[config.mk]
export PLATFORM = sky130hd
export DESIGN_NAME = pwm_duty_sequencer
export DESIGN_NICKNAME = d
export VERILOG_FILES = /design/src/rtl/pwm_seq_pkg.sv /design/src/rtl/pwm_seq_fifo.sv /design/src/rtl/pwm_duty_sequencer.sv
export SDC_FILE = /design/constraint.sdc
export NUM_CORES = 1
export LEC_CHECK = 0
export BUFFER_PORTS_ARGS = -buffer_cell sky130_fd_sc_hd__buf_2
export CORE_MARGIN = 4
export CORE_UTILIZATION = 60
export DETAILED_ROUTE_END_ITERATION = 8
export PLACE_DENSITY = 0.8
export SKIP_CTS_REPAIR_TIMING = 1
export SLEW_MARGIN = 5
export SYNTH_ARGS = -nofsm -noshare
export SYNTH_HDL_FRONTEND = slang
export SYNTH_SLANG_ARGS = --single-unit
[constraint.sdc]
create_clock -name clk -period 2.75 [get_ports clk]
set_input_delay 0.6875 -clock clk [delete_from_list [all_inputs] [get_ports clk]]
set_output_delay 0.6875 -clock clk [all_outputs]
set_load 0.1 [all_outputs]
[src/rtl/pwm_seq_pkg.sv]
// Shared definitions for the PWM duty sequencer: register map, CTRL/STATUS bit
// positions and the playback FSM encoding.
package pwm_seq_pkg;

  localparam logic [3:0] ADDR_DATA   = 4'h0;
  localparam logic [3:0] ADDR_CTRL   = 4'h1;
  localparam logic [3:0] ADDR_PERIOD = 4'h2;
  localparam logic [3:0] ADDR_STATUS = 4'h3;

  localparam int CTRL_EN     = 0;
  localparam int CTRL_ZOU    = 1;
  localparam int CTRL_IRQ_EN = 2;
  localparam int CTRL_FLUSH  = 3;

  localparam int STAT_EMPTY    = 0;
  localparam int STAT_FULL     = 1;
  localparam int STAT_UNDERRUN = 2;
  localparam int STAT_OVERFLOW = 3;

  typedef enum logic [1:0] {
    ST_IDLE = 2'd0,
    ST_WAIT = 2'd1,
    ST_RUN  = 2'd2
  } seq_state_e;

endpackage

[src/rtl/pwm_seq_fifo.sv]
// Synchronous DEPTHx8 sample FIFO with flush. Full/empty decisions use the
// pre-cycle level, so a pop on a full FIFO frees room for a same-cycle push.
module pwm_seq_fifo #(
  parameter int DEPTH = 4
) (
  input  logic                     clk,
  input  logic                     rst_n,
  input  logic                     push,
  input  logic                     pop,
  input  logic                     flush,
  input  logic [7:0]               wr_data,
  output logic [7:0]               rd_data,
  output logic [$clog2(DEPTH):0]   level,
  output logic                     empty,
  output logic                     full,
  output logic                     overflow
);
  import pwm_seq_pkg::*;

  localparam int AW = $clog2(DEPTH);
  localparam int LW = AW + 1;

  logic [7:0]    mem_q [DEPTH];
  logic [7:0]    mem_d [DEPTH];
  logic [AW-1:0] wr_ptr_q, wr_ptr_d;
  logic [AW-1:0] rd_ptr_q, rd_ptr_d;
  logic [LW-1:0] level_q, level_d;
  logic          do_push;
  logic          do_pop;

  assign empty   = (level_q == '0);
  assign full    = (level_q == LW'(DEPTH));
  assign level   = level_q;
  assign rd_data = mem_q[rd_ptr_q];

  always_comb begin
    do_pop   = pop && !empty;
    do_push  = push && !flush && (!full || do_pop);
    overflow = push && !flush && full && !do_pop;

    mem_d    = mem_q;
    wr_ptr_d = wr_ptr_q;
    rd_ptr_d = rd_ptr_q;
    level_d  = level_q;

    if (do_push) begin
      mem_d[wr_ptr_q] = wr_data;
    end

    // Pointers wrap naturally because DEPTH is a power of two.
    if (flush) begin
      wr_ptr_d = '0;
      rd_ptr_d = '0;
      level_d  = '0;
    end else begin
      if (do_push) wr_ptr_d = wr_ptr_q + AW'(1);
      if (do_pop)  rd_ptr_d = rd_ptr_q + AW'(1);
      case ({do_push, do_pop})
        2'b10:   level_d = level_q + LW'(1);
        2'b01:   level_d = level_q - LW'(1);
        default: level_d = level_q;
      endcase
    end
  end

  always_ff @(posedge clk or negedge rst_n) begin
    if (!rst_n) begin
      for (int i = 0; i < DEPTH; i++) mem_q[i] <= '0;
      wr_ptr_q <= '0;
      rd_ptr_q <= '0;
      level_q  <= '0;
    end else begin
      mem_q    <= mem_d;
      wr_ptr_q <= wr_ptr_d;
      rd_ptr_q <= rd_ptr_d;
      level_q  <= level_d;
    end
  end

endmodule

[src/rtl/pwm_duty_sequencer.sv]
// Memory-mapped duty streamer: software queues 8-bit duty samples, one is
// released every PERIOD+1 PWM frames, aligned to the PWM counter wrap.
//
//   state   | meaning
//   --------+---------------------------------------------------------
//   ST_IDLE | EN=0; duty_out forced 0, frame counter held at 0
//   ST_WAIT | EN=1, no active sample; next tick with data loads one
//   ST_RUN  | sample playing; counting frames until the next pop
module pwm_duty_sequencer
  import pwm_seq_pkg::*;
#(
  parameter int DEPTH = 4
) (
  input  logic       clk,
  input  logic       rst_n,
  input  logic [3:0] address,
  input  logic       data_write,
  input  logic [7:0] data_in,
  output logic [7:0] data_out,
  input  logic       frame_tick,
  output logic [7:0] duty_out,
  output logic       duty_load,
  output logic       irq
);

  localparam int LW = $clog2(DEPTH) + 1;

  logic       en_q, en_d;
  logic       zou_q, zou_d;
  logic       irq_en_q, irq_en_d;
  logic [7:0] period_q, period_d;
  logic       underrun_q, underrun_d;
  logic       overflow_q, overflow_d;
  seq_state_e state_q, state_d;
  logic [7:0] cnt_q, cnt_d;
  logic [7:0] duty_q, duty_d;
  logic       load_q, load_d;

  logic          wr_data, wr_ctrl, wr_period, wr_status;
  logic          fifo_pop, fifo_flush, fifo_empty, fifo_full, fifo_ovf;
  logic [7:0]    fifo_rd;
  logic [LW-1:0] fifo_level;
  logic          underrun_set;

  assign wr_data    = data_write && (address == ADDR_DATA);
  assign wr_ctrl    = data_write && (address == ADDR_CTRL);
  assign wr_period  = data_write && (address == ADDR_PERIOD);
  assign wr_status  = data_write && (address == ADDR_STATUS);
  assign fifo_flush = wr_ctrl && data_in[CTRL_FLUSH];

  pwm_seq_fifo #(.DEPTH(DEPTH)) u_fifo (
    .clk      (clk),
    .rst_n    (rst_n),
    .push     (wr_data),
    .pop      (fifo_pop),
    .flush    (fifo_flush),
    .wr_data  (data_in),
    .rd_data  (fifo_rd),
    .level    (fifo_level),
    .empty    (fifo_empty),
    .full     (fifo_full),
    .overflow (fifo_ovf)
  );

  always_comb begin
    en_d     = en_q;
    zou_d    = zou_q;
    irq_en_d = irq_en_q;
    period_d = period_q;
    if (wr_ctrl) begin
      en_d     = data_in[CTRL_EN];
      zou_d    = data_in[CTRL_ZOU];
      irq_en_d = data_in[CTRL_IRQ_EN];
    end
    if (wr_period) period_d = data_in;
  end

  always_comb begin
    state_d      = state_q;
    cnt_d        = cnt_q;
    duty_d       = duty_q;
    load_d       = 1'b0;
    fifo_pop     = 1'b0;
    underrun_set = 1'b0;

    case (state_q)
      ST_IDLE: begin
        cnt_d  = '0;
        duty_d = '0;
        if (en_d) state_d = ST_WAIT;
      end
      ST_WAIT: begin
        if (frame_tick && !fifo_empty) begin
          fifo_pop = 1'b1;
          duty_d   = fifo_rd;
          load_d   = 1'b1;
          cnt_d    = '0;
          state_d  = ST_RUN;
        end
      end
      ST_RUN: begin
        if (frame_tick) begin
          // Terminal compare as >= so a PERIOD lowered mid-sample cannot
          // push the counter through 255 before it matches again.
          if (cnt_q < period_q) begin
            cnt_d = cnt_q + 8'd1;
          end else if (!fifo_empty) begin
            fifo_pop = 1'b1;
            duty_d   = fifo_rd;
            load_d   = 1'b1;
            cnt_d    = '0;
          end else begin
            underrun_set = 1'b1;
            state_d      = ST_WAIT;
            if (zou_q) begin
              duty_d = '0;
              load_d = 1'b1;
            end
          end
        end
      end
      default: state_d = ST_IDLE;
    endcase

    // Disabling wins over any frame activity in the same cycle.
    if (!en_d && state_q != ST_IDLE) begin
      state_d      = ST_IDLE;
      fifo_pop     = 1'b0;
      underrun_set = 1'b0;
      cnt_d        = '0;
      duty_d       = '0;
      load_d       = 1'b1;
    end
  end

  always_comb begin
    underrun_d = (underrun_q && !(wr_status && data_in[STAT_UNDERRUN])) || underrun_set;
    overflow_d = (overflow_q && !(wr_status && data_in[STAT_OVERFLOW])) || fifo_ovf;
  end

  always_ff @(posedge clk or negedge rst_n) begin
    if (!rst_n) begin
      en_q       <= 1'b0;
      zou_q      <= 1'b0;
      irq_en_q   <= 1'b0;
      period_q   <= '0;
      underrun_q <= 1'b0;
      overflow_q <= 1'b0;
      state_q    <= ST_IDLE;
      cnt_q      <= '0;
      duty_q     <= '0;
      load_q     <= 1'b0;
    end else begin
      en_q       <= en_d;
      zou_q      <= zou_d;
      irq_en_q   <= irq_en_d;
      period_q   <= period_d;
      underrun_q <= underrun_d;
      overflow_q <= overflow_d;
      state_q    <= state_d;
      cnt_q      <= cnt_d;
      duty_q     <= duty_d;
      load_q     <= load_d;
    end
  end

  assign duty_out  = duty_q;
  assign duty_load = load_q;
  assign irq       = irq_en_q && en_q &&
                     ((fifo_level <= LW'(DEPTH / 2)) || underrun_q);

  always_comb begin
    data_out = '0;
    case (address)
      ADDR_DATA:   data_out = 8'(fifo_level);
      ADDR_CTRL:   data_out = {5'b0, irq_en_q, zou_q, en_q};
      ADDR_PERIOD: data_out = period_q;
      ADDR_STATUS: data_out = {4'b0, overflow_q, underrun_q, fifo_full, fifo_empty};
      default:     data_out = '0;
    endcase
  end

endmodule

Yosys cells after proc, flatten, opt, wreduce, memory -nomap -nowiden
Index checks and enable logic that the tools add are counted.

Bits in latches: 0. Output and inout port bits: 18. Memories kept: 0. Register bits after elaboration: 71. Memory bits (writable): 0. Bits of input ports: 16. Bits in read-only memories: 0.

Add/sub/neg operators: 5. Bitwise operators: 2. Magnitude comparators: 5. Divide/modulo/power cells: 0. Shifts and indexed selects: 0. Equality and inequality tests: 15. Multiply operators: 0. Reduce and logical (&&, ||, !) cells: 41. Mux-type cells: 51.

Operators with widths (number): 2-to-1 mux 8 bit (14); one-hot mux 8 bit (3 select lines) (2); bitwise mux 32 bit (1); one-hot mux 8 bit (4 select lines) (1); 2-to-1 mux 2 bit (10); logical AND 1 bit (19); binary-select mux 8 bit (select 2 bit) (1); demux 8 bit (select 2 bit) (1); 2-to-1 mux 1 bit (16); inequality test 3 bit, second input constant (5); AND reduction 5 bit (2); adder 8 x 1 -> 8 bit, second input constant (1); == test 4 x 2 -> 1 bit, second input constant (2); < comparator 8 bit (1); inequality test 4 bit, second input constant (2); zero test 1 bit (7); >= comparator 3 bit, second input constant (2); NOT 2 -> 3 bit (2); one-hot mux 2 bit (3 select lines) (1); one-hot mux 3 bit (2 select lines) (1); nonzero test 2 bit (3); adder 2 x 1 -> 2 bit, second input constant (2); == test 2 x 1 -> 1 bit, second input constant (2); == test 2 bit, second input constant (2); 15 further kinds (19).

Longest topological paths before layout
Depth after elaboration: 12. Depth in mapped cells: 11. Gate-level depth less buffers: 11.

Cells and area by module
From an unflattened synthesis, not the netlist that was laid out.

Cells, all modules: 308. Area, all modules: 3756.1 sq um.

Modules (own cells, without submodules): pwm_duty_sequencer (instances 1, seq. area each 800.8 sq um, cells each 183, area an instance 1913.1 sq um); pwm_seq_fifo (instances 1, seq. area each 975.9 sq um, cells each 125, area an instance 1843.0 sq um).

Least setup slack after synthesis
OpenSTA, ideal clock, no wires.

Path kind: in2out. From: input port address[3]. To: output port data_out[4]. Setup slack: -1.019 ns. Cell stages on the path: 3. Arrival time: 3.081 ns. Required time: 2.062 ns. Buffers on the path: 0. Path through: nor2_1 nand2_1 nor3_1.

Cells in the longest elaborated chain, start to end: 2. Elaborated cells on any way between the ends: 5.

RTL lines: from (decl) (RTL line pwm_duty_sequencer.sv:16) `input logic [3:0] address,`; == test 4 x 2 -> 1 bit, or another cell as far along (RTL line pwm_duty_sequencer.sv:174) `case (address)`; one-hot mux 8 bit (4 select lines) (*) (RTL line pwm_duty_sequencer.sv:174); to (decl) (RTL line pwm_duty_sequencer.sv:19) `output logic [7:0] data_out,`.

Every way passes the cells marked *; elsewhere a longest branch is shown, timed or not.

Worst setup path after layout
From: register u_fifo.level_q[2], in the netlist u_fifo.level[2]. To: output port data_out[0].

Cells in the longest elaborated chain, start to end: 2.

RTL lines: from (decl) (RTL line pwm_seq_fifo.sv:27) `logic [LW-1:0] level_q, level_d;`; from (signal assigned) (RTL line pwm_seq_fifo.sv:76) `level_q <= level_d;`; zero test 3 bit (RTL line pwm_seq_fifo.sv:31) `assign empty = (level_q == '0);`; one-hot mux 8 bit (4 select lines) (RTL line pwm_duty_sequencer.sv:174).

Every way passes these cells.

==> results.py <==
metrics = {
    "global_route": {
        "antenna_found_initial": 1,
        "grt_use_total_pct": 25.8,
        "grt_max_degree": 72,
        "overflow": 0,
        "grt_pass1_wl_um": 15200,
        "grt_pass1_vias": 3108,
    },
    "logic_synthesis": {
        "ys_seq_area_share_pct": 45.9,
        "yosysUniqueCellTypes": 51,
        "synth_xor_area_share_pct": 0.678,
        "synth_top_family_by_area": "multiplexers",
        "ys_ff_latch": 71,
        "synth_fp_nets": 362,
        "synth_compound_area_share_pct": 12.6,
        "synthArstFlopShare_pct": 100,
        "yosys_most_used_dff": "dfrtp_1",
        "synthCells": 329,
        "yosys.area_share.simple_pct": 11.7,
        "synth-edff-count": 0,
        "synthAdderAreaFrac_pct": 5.68,
        "yosys_warnings": 0,
        "synth_area_um2": 3870,
        "synth_mux_area_share_pct": 19.4,
        "avgSynthCellArea_um2": 11.8,
    },
    "cells_and_area": {
        "drive_gt1_share_pct": 37.0,
        "nets": 415,
        "multiInputGateArea_um2": 1990,
        "nFillCells": 420,
        "layout_common_cells": "70 x dfrtp_1, 42 x mux2_2, 27 x buf_2",
        "syn2layout_area_growth_pct": 18.2,
        "seqCellArea_um2": 1780,
        "final_common_cell": "dfrtp_1",
        "fin_cells": 464,
        "n_antenna_cell": 0,
    },
    "floorplanning": {
        "die-area_um2": 7810,
        "die_width_um": 88.4,
        "initial_core_util_pct": 61.4,
        "row_count": 29,
        "core_area_um2": 6310,
        "die_y_um": 88.4,
        "ioPinCount": 34,
    },
    "status": {
        "outcome": "complete, no violations",
    },
    "place": {
        "port_buffers": 33,
        "place_ws_ps": -36.2,
        "place.gp.congestion": 0.844,
        "hpwl_um": 6420,
        "dp_cells": 445,
    },
    "pwr": {
        "power.share.clock_pct": 21.6,
        "ir_drop_mv": 0.713,
        "total_power_uw": 3950,
        "switching_share_pct": 39.6,
        "power_frac_comb_pct": 41.2,
        "p_leak_uw": 0.00220,
        "netSwitchingPower_uw": 1560,
        "seqPwrFrac_pct": 37.2,
        "powerDensity_nw_per_um2": 861,
        "p_int_uw": 2380,
    },
    "sta": {
        "tightest_slew_ps": 881,
        "timing.hold.ws_ps": 355,
        "fin_ws_ps": 75.0,
        "fin_setup_tns_ps": 0,
        "fin_skew_ps": 10.0,
        "drv_slew": 0,
        "max_clock_freq_ghz": 0.374,
        "slew-limit-headroom_pct": 41.2,
        "min_period_ps": 2670,
        "setup_viol": 0,
        "period_share_pct": 97.3,
        "rsz0062_at_grt": "true",
        "hold_viol": 0,
    },
    "worst_setup_path": {
        "cp.arrival_ps": 1990,
        "worst_r2r_path_depth": 10,
        "cp.depth": 4,
        "timing.rr.start": "period_q[1]",
        "slowest_delay_ps": 500,
        "critPathBufInv": 1,
        "critPathSlowestCell": "dfrtp_1",
        "crit_fanout": 9,
        "cpLargestDelayFamily": "flip-flops",
        "startpoint_type": "flip-flop",
        "end_kind": "primary output",
        "cp-endpoint": "data_out[0]",
        "required_ps": 2060,
        "r2r-end": "u_fifo.level[2]",
        "path_cells": "nor3_1, mux4_2, and2_1, buf_2",
        "worstSetupStartpoint": "u_fifo.level[2]",
        "path_class": "reg2out",
        "worst-r2r-setup-slack_ps": 80,
    },
    "drt": {
        "viasPerCell": 6.26,
        "vias": 2903,
        "ant_nets": 0,
        "wirelength_um": 8930,
        "drc": 0,
        "wl_per_cell_um": 19.2,
        "drtPass1Iterations": 4,
        "drt_iter0_drc": 270,
    },
    "clock_tree": {
        "numCtsBuffers": 9,
        "cts-root-buf": "clkbuf_8",
        "cts_tree": "done",
        "cts.sink_count": 71,
        "cts_max_path_buffers": 2,
        "path_clk_slew_ps": 80,
        "cts.htree.levels": 3,
        "insertion_delay_ps": 340,
    },
    "min_path": {
        "hold_path_class": "in2async",
    },
    "run": {
        "maxCapViolations": 0,
    },
}
==> cells in the mapped netlist (3+ instances only) <==
| cell type | instances | share of area (%) |
|---|---|---|
| nor2_1 | 13 | 1.3 |
| mux4_2 | 11 | 6.4 |
| inv_1 | 26 | 2.5 |
| o2bb2ai_1 | 8 | 1.8 |
| ha_1 | 16 | 5.2 |
| nand3_4 | 4 | 1.8 |
| nand3_1 | 10 | 1.3 |
| a21o_1 | 6 | 1.2 |
| a22oi_1 | 3 | 0.58 |
| and3_1 | 3 | 0.48 |
| dfrtp_1 | 71 | 46 |
| o21ai_0 | 8 | 1.0 |
| mux2_2 | 42 | 12 |
| a31oi_1 | 4 | 0.65 |
| nand4_1 | 9 | 1.5 |
| a22o_1 | 4 | 0.90 |
| and2_1 | 6 | 0.97 |
| nor3_1 | 5 | 0.65 |
| nand2_1 | 13 | 1.3 |
| a21oi_1 | 17 | 2.2 |
| nand2b_1 | 3 | 0.48 |
| clkbuf_1 | 10 | 0.97 |
==> layout make-up <==
cell class	instances	area share, %
tap	77	2.10
multi-input combinational	220	43.5
clock inverter	6	1.48
clock buffer	10	3.00
sequential	71	38.8
inverter	26	2.13
timing repair buffer	54	9.01
==> kinds of logic (layout without fill, tap and decap cells) <==
| kind of cell | Yosys count | in the layout |
|---|---|---|
| buf+inv | 38 | 96 |
| flops | 71 | 71 |
| mux | 56 | 56 |
| simple gates | 75 | 75 |
| compound gates | 69 | 69 |
| fa+ha+maj | 17 | 17 |
| xor+xnor | 3 | 3 |
==> through the flow <==
step	utilization (%)	instance area [um2]
floorplan	-	3900
global placement	68.5	4320
detailed placement	68.5	4320
CTS	71.7	4530
global route	72.6	4580
finish	72.6	4580
==> flip-flops by register name, summed over array words and instances, names as in the netlist <==
signal and count:
cnt_q 8, duty_load 1, duty_out 8, en_q 1
irq_en_q 1, overflow_q 1, period_q 8, state_q 2
u_fifo.level 3, u_fifo.mem_q 32, u_fifo.rd_ptr_q 2, u_fifo.wr_ptr_q 2
underrun_q 1, zou_q 1
==> metal layers <==
metal	wire [um]	global-route usage, %	vias to the layer above
met3	555	5.87	16
met2	4480	41.9	99
met4	159	9.48	2
li1	-	-	1324
met5	7	0	-
met1	3720	34.1	1462
==> how the worst min path moves through the flow <==
stage / startpoint / to / slack (ps) / cells after the start
after floorplan: rst_n / cnt_q[0] / 390 / 0
after global placement: duty_out[3] / duty_out[3] / 470 / 1
after detailed placement: duty_out[1] / duty_out[1] / 470 / 1
after CTS: rst_n / duty_out[1] / 370 / 2
after global routing: rst_n / u_fifo.level[0] / 380 / 2
final: rst_n / duty_out[0] / 350 / 2
==> power groups by stage <==
stage | Combinational [uW] | Sequential, uW | Clock (uW)
finish | 1630 | 1470 | 854
detailed placement | 1550 | 1480 | 0
floorplan | 1040 | 1580 | 0
CTS | 1570 | 1460 | 869
global placement | 1500 | 1460 | 0
global route | 1760 | 1500 | 925
Note: power is estimated with default switching activity, not from simulation.
